--- src/rtl/fir_pkg.sv ---
`default_nettype none
// +------------------------------------------------------------------+
// | fir_pkg: shared constants and types for the 64-tap FIR MAC path  |
// | Rev 1.0                                                          |
// +------------------------------------------------------------------+
package fir_pkg;
  localparam int TAPS = 64;
  localparam int DW   = 16;
  localparam int CW   = 16;
  localparam int AW   = 6;
  localparam int ACCW = DW + CW + AW;
  localparam int RND  = 2**14;

  localparam logic signed [DW-1:0] SAT_MAX = 16'sh7FFF;
  localparam logic signed [DW-1:0] SAT_MIN = 16'sh8000;

  typedef enum logic [0:0] {
    IDLE = 1'b0,
    RUN  = 1'b1
  } state_e;
endpackage
`default_nettype wire

--- src/rtl/fir_round_sat.sv ---
`default_nettype none
// +------------------------------------------------------------------+
// | fir_round_sat: round-half-up Q1.15 extraction with saturation    |
// | Rev 1.0                                                          |
// +------------------------------------------------------------------+
module fir_round_sat
  import fir_pkg::*;
(
  input  logic signed [ACCW-1:0] acc_i,
  output logic signed [DW-1:0]   data_o
);

  logic signed [ACCW-1:0] sum;
  logic signed [ACCW-1:0] shr;

  always_comb begin
    sum = acc_i + ACCW'(RND);
    shr = sum >>> (DW - 1);
    // In range only when every bit above the Q1.15 sign bit copies it
    if ((shr[ACCW-1:DW-1] == '0) || (shr[ACCW-1:DW-1] == '1)) begin
      data_o = shr[DW-1:0];
    end else if (shr[ACCW-1]) begin
      data_o = SAT_MIN;
    end else begin
      data_o = SAT_MAX;
    end
  end

endmodule
`default_nettype wire

--- src/rtl/fir_mac_seq.sv ---
`default_nettype none
// +------------------------------------------------------------------+
// | fir_mac_seq: tap-walk sequencer and pipelined MAC, one output    |
// | sample per strobe. Rev 1.0                                       |
// +------------------------------------------------------------------+
module fir_mac_seq
  import fir_pkg::*;
(
  input  logic                 clk,
  input  logic                 reset,
  input  logic                 sample_strobe,
  output logic [AW-1:0]        read_addr,
  input  logic signed [DW-1:0] data_in,
  input  logic signed [CW-1:0] coef_in,
  output logic signed [DW-1:0] data_out,
  output logic                 data_valid,
  output logic                 busy,
  output logic                 overrun
);

  localparam int              PW       = DW + CW;
  localparam logic [AW-1:0]   LAST_TAP = AW'(TAPS - 1);

  state_e               state_q, state_d;
  logic [AW-1:0]        cnt_q, cnt_d;
  logic                 busy_q, busy_d;
  logic                 overrun_q, overrun_d;

  logic signed [PW-1:0]   data_ext, coef_ext, prod_d, prod_q;
  logic signed [ACCW-1:0] prod_ext, acc_q;
  logic                   p_vld_q, p_first_q, p_last_q, a_last_q;
  logic signed [DW-1:0]   round_val, data_out_q;
  logic                   data_valid_q;

  always_comb begin
    state_d   = state_q;
    cnt_d     = cnt_q;
    overrun_d = overrun_q;
    case (state_q)
      IDLE: begin
        if (sample_strobe) begin
          state_d = RUN;
          cnt_d   = '0;
        end
      end
      RUN: begin
        // Counter wraps to 0 on the last tap, so it is already 0 on return to IDLE
        if (cnt_q == LAST_TAP) begin
          cnt_d = '0;
          if (!sample_strobe) state_d = IDLE;
        end else begin
          cnt_d = cnt_q + AW'(1);
          if (sample_strobe) overrun_d = 1'b1;
        end
      end
      default: begin
        state_d = IDLE;
        cnt_d   = '0;
      end
    endcase
    busy_d = (state_d == RUN);
  end

  assign data_ext = {{CW{data_in[DW-1]}}, data_in};
  assign coef_ext = {{DW{coef_in[CW-1]}}, coef_in};
  assign prod_d   = data_ext * coef_ext;
  assign prod_ext = {{(ACCW-PW){prod_q[PW-1]}}, prod_q};

  always_ff @(posedge clk) begin
    if (!reset) begin
      state_q      <= IDLE;
      cnt_q        <= '0;
      busy_q       <= 1'b0;
      overrun_q    <= 1'b0;
      prod_q       <= '0;
      p_vld_q      <= 1'b0;
      p_first_q    <= 1'b0;
      p_last_q     <= 1'b0;
      acc_q        <= '0;
      a_last_q     <= 1'b0;
      data_out_q   <= '0;
      data_valid_q <= 1'b0;
    end else begin
      state_q      <= state_d;
      cnt_q        <= cnt_d;
      busy_q       <= busy_d;
      overrun_q    <= overrun_d;
      prod_q       <= prod_d;
      p_vld_q      <= busy_q;
      p_first_q    <= busy_q && (cnt_q == '0);
      p_last_q     <= busy_q && (cnt_q == LAST_TAP);
      if (p_vld_q) acc_q <= p_first_q ? prod_ext : acc_q + prod_ext;
      a_last_q     <= p_vld_q & p_last_q;
      data_valid_q <= a_last_q;
      if (a_last_q) data_out_q <= round_val;
    end
  end

  fir_round_sat u_round_sat (
    .acc_i  (acc_q),
    .data_o (round_val)
  );

  assign read_addr  = cnt_q;
  assign busy       = busy_q;
  assign overrun    = overrun_q;
  assign data_out   = data_out_q;
  assign data_valid = data_valid_q;

endmodule
`default_nettype wire

--- config.mk ---
export PLATFORM = sky130hd
export DESIGN_NAME = fir_mac_seq
export DESIGN_NICKNAME = d
export VERILOG_FILES = /design/src/rtl/fir_pkg.sv /design/src/rtl/fir_round_sat.sv /design/src/rtl/fir_mac_seq.sv
export SDC_FILE = /design/constraint.sdc
export NUM_CORES = 1
export LEC_CHECK = 0
export BUFFER_PORTS_ARGS = -buffer_cell sky130_fd_sc_hd__buf_2
export CAP_MARGIN = 20
export CORE_ASPECT_RATIO = 1.25
export CORE_MARGIN = 1
export CORE_UTILIZATION = 50
export CTS_BUF_LIST = sky130_fd_sc_hd__clkbuf_8
export CTS_CLUSTER_DIAMETER = 30
export CTS_CLUSTER_SIZE = 12
export DETAILED_ROUTE_END_ITERATION = 8
export PLACE_DENSITY = 0.67
export SLEW_MARGIN = 0
export SYNTH_ARGS = -nofsm -noshare
export SYNTH_HDL_FRONTEND = slang
export SYNTH_SLANG_ARGS = --single-unit
--- constraint.sdc ---
create_clock -name clk -period 8.59 [get_ports clk]
set_clock_uncertainty 0.15 [all_clocks]
set_input_delay 0.859 -clock clk [delete_from_list [all_inputs] [get_ports clk]]
set_output_delay 0.859 -clock clk [all_outputs]
set_load 0.03 [all_outputs]
==> impl_metrics.py, run 1 <==
metrics = {
    "cts": {
        "post_cts.resized_instances": 0,
        "clock_tree.htree_level_count": 3,
        "worst_skew_pair.late_latency_ns": 0.40,
        "cts.sink_count": 99,
        "hold_bufs_inserted_after_cts": 0,
        "cts_tree": "yes",
        "cts.reportedPaths.clkPinSlew_ns": 0.10,
        "cts_setup_buffers": 0,
        "clock_path_buffers": 2,
        "cts_inserted_buffers": 9,
        "clk_root_buffer_cell": "sky130_fd_sc_hd__clkbuf_8",
    },
    "timing": {
        "timing_limited_maximum_frequency_ghz": 0.150,
        "final.min_clock_period_ns": 6.67,
        "rsz0062_at_grt": "no",
        "period_share_pct": 77.6,
        "hold_slack_ns": 0.320,
        "finalHoldViolCount": 0,
        "timing_max_transition_violations_final": 0,
        "worst_slew_pin_slew_ns": 0.928,
        "timing.slew.headroom_pct": 37.9,
        "fin_tns_setup_ns": 0,
        "final-setup-viol-count": 0,
    },
    "grt": {
        "largest_net_degree_at_the_start_of_global_routing": 73,
        "antenna_found_initial": 0,
        "grt_usage_pct": 23.0,
        "grt_pass1_wl_um": 61000,
        "via_count_of_the_first_global_routing_pass": 12700,
        "globalRouteOverflowTotal": 0,
    },
    "setup_path": {
        "timing.critical_path.to_type": "register",
        "critical_path.max_stage_delay_ns": 0.53,
        "path_common_cell": "sky130_fd_sc_hd__fa_1",
        "required_ns": 8.70,
        "crit_path_top_delay_cell": "sky130_fd_sc_hd__fa_1",
        "critPathArrivalTime_ns": 6.77,
        "critical_path.startpoint_type": "input port",
        "reg2reg_from": "prod_q[0]",
        "critical_path.reg2reg.endpoint": "acc_q[26]",
        "worst_setup_path_endpoint": "prod_q[24]",
        "count_of_cells_along_the_worst_register_to_register_path": 12,
        "worst-path-max-fanout": 16,
        "internal_reg_to_reg_setup_slack_ns": 4.72,
        "worst_setup_path_startpoint": "coef_in[4]",
        "setup.worst_path.class": "in2reg",
        "critical_path.cell_chain": "buf_2 -> and2_1 -> fa_1 -> inv_1 -> fa_1 -> fa_1 -> inv_1 -> fa_1 -> fa_1 -> inv_1 -> fa_1 -> inv_1 -> ha_1 -> and2_1 -> and4_1 -> nand3_1 -> a21oi_1 -> o21ai_0 -> nor2_1 -> a21o_1 -> a211oi_1 -> a2111oi_0",
    },
    "job": {
        "maxCapViolations": 0,
    },
    "final_layout": {
        "layoutNonFillerInstCount": 2240,
        "number_of_nets_in_the_finished_design": 2248,
        "antenna-diode-count": 0,
        "area_growth_pct": 4.88,
        "filler_cell_count": 2909,
        "final_layout_size_suffix_gt1_share_pct": 5.46,
    },
    "min_path": {
        "worst_hold_path_type": "reg2reg",
    },
    "logic_synthesis": {
        "post_synth.cell_area_avg_um2": 8.69,
        "number_of_synthesized_flops_with_an_enable_pin": 0,
        "synthesis.nets": 2241,
        "synth-async-reset-ratio_pct": 0,
        "ys_dominant_reg_cell": "sky130_fd_sc_hd__dfxtp_1",
        "synthesis.area_um2": 15800,
        "synth_sequential_area_ratio_pct": 12.5,
        "postSynthRegisterBits": 99,
        "ys_types": 71,
        "post_synth_inst_count": 1821,
        "synth-warning-count": 0,
    },
    "drt": {
        "vias_per_cell": 5.39,
        "postRouteWirelength_um": 35000,
        "drtPass1Iterations": 5,
        "avg_wl_per_cell_um": 15.6,
        "drcViolationCount": 0,
        "vias": 12100,
        "drc_marker_count_from_the_first_detailed_route_iteration": 663,
        "ant_nets": 0,
    },
    "floorplanning": {
        "die_height_um": 201,
        "number_of_top_level_design_ports": 60,
        "placement_rows": 72,
        "chipWidth_um": 161,
        "start_util_pct": 50.9,
        "floorplan.die_area_um2": 32400,
        "core_um2": 31100,
    },
    "placed_design": {
        "place_hpwl_um": 28700,
        "dpl.cell_count": 2224,
        "gp_congestion": 0.888,
        "buffer_ports.inserted": 59,
    },
    "run_status": {
        "outcome": "completed",
    },
}
==> synth_stat cells, drive strengths merged (3+ instances only) <==
library cell / instances / share of area, %
o211ai: 22 / 1.0
o21bai: 7 / 0.36
o31ai: 3 / 0.23
and3: 17 / 0.67
nor3: 9 / 0.28
nand4: 13 / 0.69
and2: 133 / 5.3
dfxtp: 99 / 13
or2: 3 / 0.12
nand2b: 12 / 0.47
o41ai: 6 / 0.33
nand2: 195 / 4.6
o211a: 7 / 0.44
o21a: 14 / 0.66
or4: 4 / 0.21
buf: 9 / 0.31
a31oi: 9 / 0.36
nor2: 103 / 2.4
a21boi: 4 / 0.19
ha: 122 / 9.6
nand3b: 11 / 0.52
clkbuf: 59 / 1.4
nor4: 6 / 0.33
or3: 5 / 0.20
xnor2: 46 / 2.5
nor2b: 13 / 0.51
fa: 263 / 33
a32o: 14 / 0.89
a21oi: 79 / 2.5
o21ai: 75 / 2.4
xor2: 24 / 1.3
nor3b: 5 / 0.24
nand3: 18 / 0.60
and4: 4 / 0.23
a211oi: 11 / 0.52
a2111o: 3 / 0.21
a21o: 23 / 1.1
mux2i: 12 / 0.76
o221a: 3 / 0.21
inv: 327 / 7.8
==> per-layer routing <==
layer  vias to the layer above  GRT usage, %  share of wire (%)
met5                         -             0                  0
met4                         0          6.50                1.9
met3                        34          2.15                3.3
met2                       236          41.4                 50
met1                      5984          29.2                 45
li1                       5829             -                  -
==> state kept, by name (all words and copies together) (netlist names) <==
name,count
p_last_q,1
p_vld_q,1
data_out,16
p_first_q,1
busy,1
acc_q,38
data_valid,1
a_last_q,1
overrun,1
prod_q,32
read_addr,6
==> stage by stage <==
step / setup WS [ns] / area [µm²] / util, %
6_report: 1.92 / 16600 / 53.4
4_1_cts: 1.98 / 16600 / 53.4
3_3_place_gp: 1.69 / 16400 / 52.8
5_1_grt: 1.63 / 16600 / 53.4
2_1_floorplan: 2.05 / 15800 / -
3_5_place_dp: 1.55 / 16400 / 52.8
==> kinds of logic after synthesis <==
kind of cell / synth area share [%]
AND/OR/NAND/NOR: 17.7
buffers and inverters: 9.47
adder cells (fa/ha/maj): 42.9
AO/OA/AOI/OAI: 12.8
flip-flops: 12.5
XOR/XNOR: 3.88
multiplexers: 0.759
==> critical path, delay by kind of cell <==
kind / cells / cell delay [ns]
and+or+nand+nor: 5 / 0.99
AOI/OAI and AO/OA: 5 / 1.21
buffers and inverters: 5 / 0.40
adders and majority gates: 7 / 3.31
==> worst min-delay path by stage <==
stage                           start           to  cells after the start
final                     data_out[9]  data_out[9]                      1
after global routing          overrun      overrun                      2
after CTS                 data_out[9]  data_out[9]                      1
after detailed placement  data_out[9]  data_out[9]                      1
after global placement    data_out[6]  data_out[6]                      1
after floorplan              p_last_q     a_last_q                      1
==> cells in the final DEF (no fill, tap or decap), drive strengths merged, types with 10 or more instances in the layout <==
cell    instances
inv           329
fa            263
nand2         195
and2          133
ha            122
nor2          103
dfxtp          99
a21oi          79
o21ai          75
buf            64
xnor2          46
xor2           24
a21o           23
o211ai         22
nand3          18
and3           17
a32o           14
o21a           14
nor2b          13
nand4          13
nand2b         12
mux2i          12
nand3b         11
a211oi         11
clkbuf         10
==> layout make-up <==
cell class / count / area, µm² / area share (%)
sequential: 99 / 1980 / 12.0
multi-input combinational: 1327 / 12300 / 74.4
inverter: 327 / 1230 / 7.40
tap: 407 / 509 / 3.07
timing repair buffer: 64 / 333 / 2.01
clock buffer: 10 / 138 / 0.829
clock inverter: 6 / 60.1 / 0.362
Power of run 1 is not shown: default switching activity piles up to over one toggle a cycle in this logic, so the estimate is an artifact.
==> inputs of run 2 (changes only) <==
Clock period 8.59 ns to 6.2 ns, I/O delays scaled along.
==> run 2 against run 1 <==
Routed wire length rose by 0.49%. Final cell count rose by 4.7%. Non-clock buffer count up 106. Die area did not move. Sequential share of layout area decreased by 0.59 points. Register-to-register slack lost 2.4 ns.
==> impl_metrics.py, run 2 (synthesis results as in run 1) <==
metrics = {
    "run_status": {
        "outcome": "completed",
    },
    "setup_path": {
        "worst-path-max-fanout": 8,
        "count_of_cells_along_the_worst_register_to_register_path": 12,
        "critical_path_depth": 23,
        "critical_path.cell_chain": "buf_2 -> and2_1 -> fa_1 -> inv_1 -> fa_1 -> fa_1 -> inv_1 -> fa_1 -> fa_1 -> inv_1 -> fa_1 -> inv_1 -> ha_1 -> and2_1 -> and4_1 -> nand3_1 -> a21oi_2 -> o21ai_0 -> buf_4 -> o21ai_1 -> o21ai_0 -> a2111o_1 -> o21ai_0",
        "cpLargestDelayFamily": "adder cells",
        "critPathArrivalTime_ns": 6.18,
        "worstPathBufferInverterCount": 6,
        "crit_path_top_delay_cell": "sky130_fd_sc_hd__fa_1",
        "reg2reg_from": "acc_q[0]",
        "critical_path.reg2reg.endpoint": "acc_q[26]",
        "critical_path.startpoint_type": "input port",
        "path_common_cell": "sky130_fd_sc_hd__fa_1",
        "timing.critical_path.to_type": "register",
        "setup.worst_path.class": "in2reg",
        "required_ns": 6.38,
        "critical_path.max_stage_delay_ns": 0.53,
        "internal_reg_to_reg_setup_slack_ns": 2.31,
    },
    "final_layout": {
        "layout_common_cells": "sky130_fd_sc_hd__inv_1, sky130_fd_sc_hd__fa_1, sky130_fd_sc_hd__nand2_1",
        "final_layout_size_suffix_gt1_share_pct": 10.8,
        "largest_register_ff_count": 38,
        "antenna-diode-count": 0,
        "multiInputGateArea_um2": 12400,
        "most_common_cell_after_layout_fill_and_taps_aside": "sky130_fd_sc_hd__inv_1",
        "number_of_nets_in_the_finished_design": 2354,
        "registers.top_by_ff_count": "acc_q",
        "filler_cell_count": 2831,
        "final-seq-area_um2": 1980,
        "area_growth_pct": 10.3,
    },
    "cts": {
        "cts_inserted_buffers": 9,
        "clock_tree.htree_level_count": 3,
        "hold_bufs_inserted_after_cts": 0,
        "worst_skew_pair.late_latency_ns": 0.40,
        "cts.reportedPaths.clkPinSlew_ns": 0.10,
        "clk_root_buffer_cell": "sky130_fd_sc_hd__clkbuf_8",
        "cts.sink_count": 99,
        "clock_path_buffers": 2,
        "cts_tree": "yes",
    },
    "floorplanning": {
        "number_of_top_level_design_ports": 60,
        "die_height_um": 201,
        "core_um2": 31100,
        "floorplan.die_area_um2": 32400,
        "chipWidth_um": 161,
        "placement_rows": 72,
        "start_util_pct": 50.9,
    },
    "min_path": {
        "worst_hold_path_type": "in2reg",
        "min_path_cells": 3,
        "hp-start": "sample_strobe",
        "worstHoldEndpoint": "busy",
    },
    "drt": {
        "vias_per_cell": 5.31,
        "vias": 12500,
        "drtPass1Iterations": 5,
        "drc_marker_count_from_the_first_detailed_route_iteration": 586,
        "drcViolationCount": 0,
        "avg_wl_per_cell_um": 15.0,
        "drt-met1-wl_um": 15300,
        "ant_nets": 0,
        "postRouteWirelength_um": 35200,
        "wl_met3_um": 1080,
        "dr.max_layer_used": "met4",
        "route.met2.wl_um": 17800,
    },
    "timing": {
        "timing.slew.headroom_pct": 39.1,
        "rsz0062_at_grt": "yes",
        "worst_slew_pin_slew_ns": 0.910,
        "finalHoldViolCount": 0,
        "timing_limited_maximum_frequency_ghz": 0.167,
        "final.min_clock_period_ns": 5.99,
        "timing_max_transition_violations_final": 0,
        "hold_slack_ns": 0.303,
        "period_share_pct": 96.7,
        "final-setup-viol-count": 0,
    },
    "job": {
        "maxCapViolations": 0,
    },
    "placed_design": {
        "gp_congestion": 0.898,
        "buffer_ports.inserted": 59,
        "place_hpwl_um": 29900,
    },
    "grt": {
        "largest_net_degree_at_the_start_of_global_routing": 76,
        "globalRouteOverflowTotal": 0,
        "grt_pass1_wl_um": 61500,
        "grt_usage_pct": 23.1,
        "via_count_of_the_first_global_routing_pass": 13200,
        "antenna_found_initial": 0,
    },
}
[run 2: cell count changes in the layout (fill, tap and decap cells not counted), moves of 2 or more]
cell / change
sky130_fd_sc_hd__buf_4: +104
sky130_fd_sc_hd__buf_12: +2
sky130_fd_sc_hd__fa_1: -2
sky130_fd_sc_hd__fa_2: +2
sky130_fd_sc_hd__o21ai_0: -2
sky130_fd_sc_hd__o21ai_1: +2
[run 2: final cells by class]
type                            count  area share [%]
Timing Repair Buffer              170            6.61
Tap cell                          407            2.92
Multi-Input combinational cell   1327            70.8
Inverter                          327            7.03
Clock buffer                        9           0.710
Clock inverter                      7           0.538
Sequential cell                    99            11.4
[run 2: worst max path at each step]
stage                 from          to  slack (ns)
3_3_place_gp    coef_in[2]  prod_q[28]       -0.25
3_5_place_dp    data_in[8]  prod_q[30]       -0.34
2_1_floorplan  data_in[15]  prod_q[29]       0.008
4_1_cts         data_in[8]  prod_q[30]        0.10
6_report        data_in[9]  prod_q[30]        0.21
5_1_grt         coef_in[2]  prod_q[28]       -0.08
[run 2: timing repair]
item / 4_1_cts / 5_1_grt
endpoints found under the setup margin: 0 / 5
buffers inserted: 0 / 0
resized for setup: 0 / 4
[run 2: metrics by stage]
stage	cells	TNS, ns	instance area, µm²	util (%)	setup WS (ns)
2_1_floorplan	1821	0	15800	-	0.00762
3_3_place_gp	2330	-1.19	17200	55.4	-0.253
3_5_place_dp	2330	-1.98	17200	55.4	-0.342
4_1_cts	2346	0	17400	56.1	0.102
5_1_grt	2346	-0.159	17400	56.1	-0.0848
6_report	2346	0	17400	56.1	0.207
[run 2: layer usage]
layer,vias to the layer above,global-route usage [%]
met5,-,0
met4,0,8.49
met3,55,2.29
met2,242,41.5
met1,6122,28.6
li1,6038,-
[run 2: tightest hold or removal path, delay by kind of cell]
kind                   cells  cell delay (ns)
AND/OR/NAND/NOR            2             0.10
buffers and inverters      1             0.10
Power of run 2 is left out for the same reason.
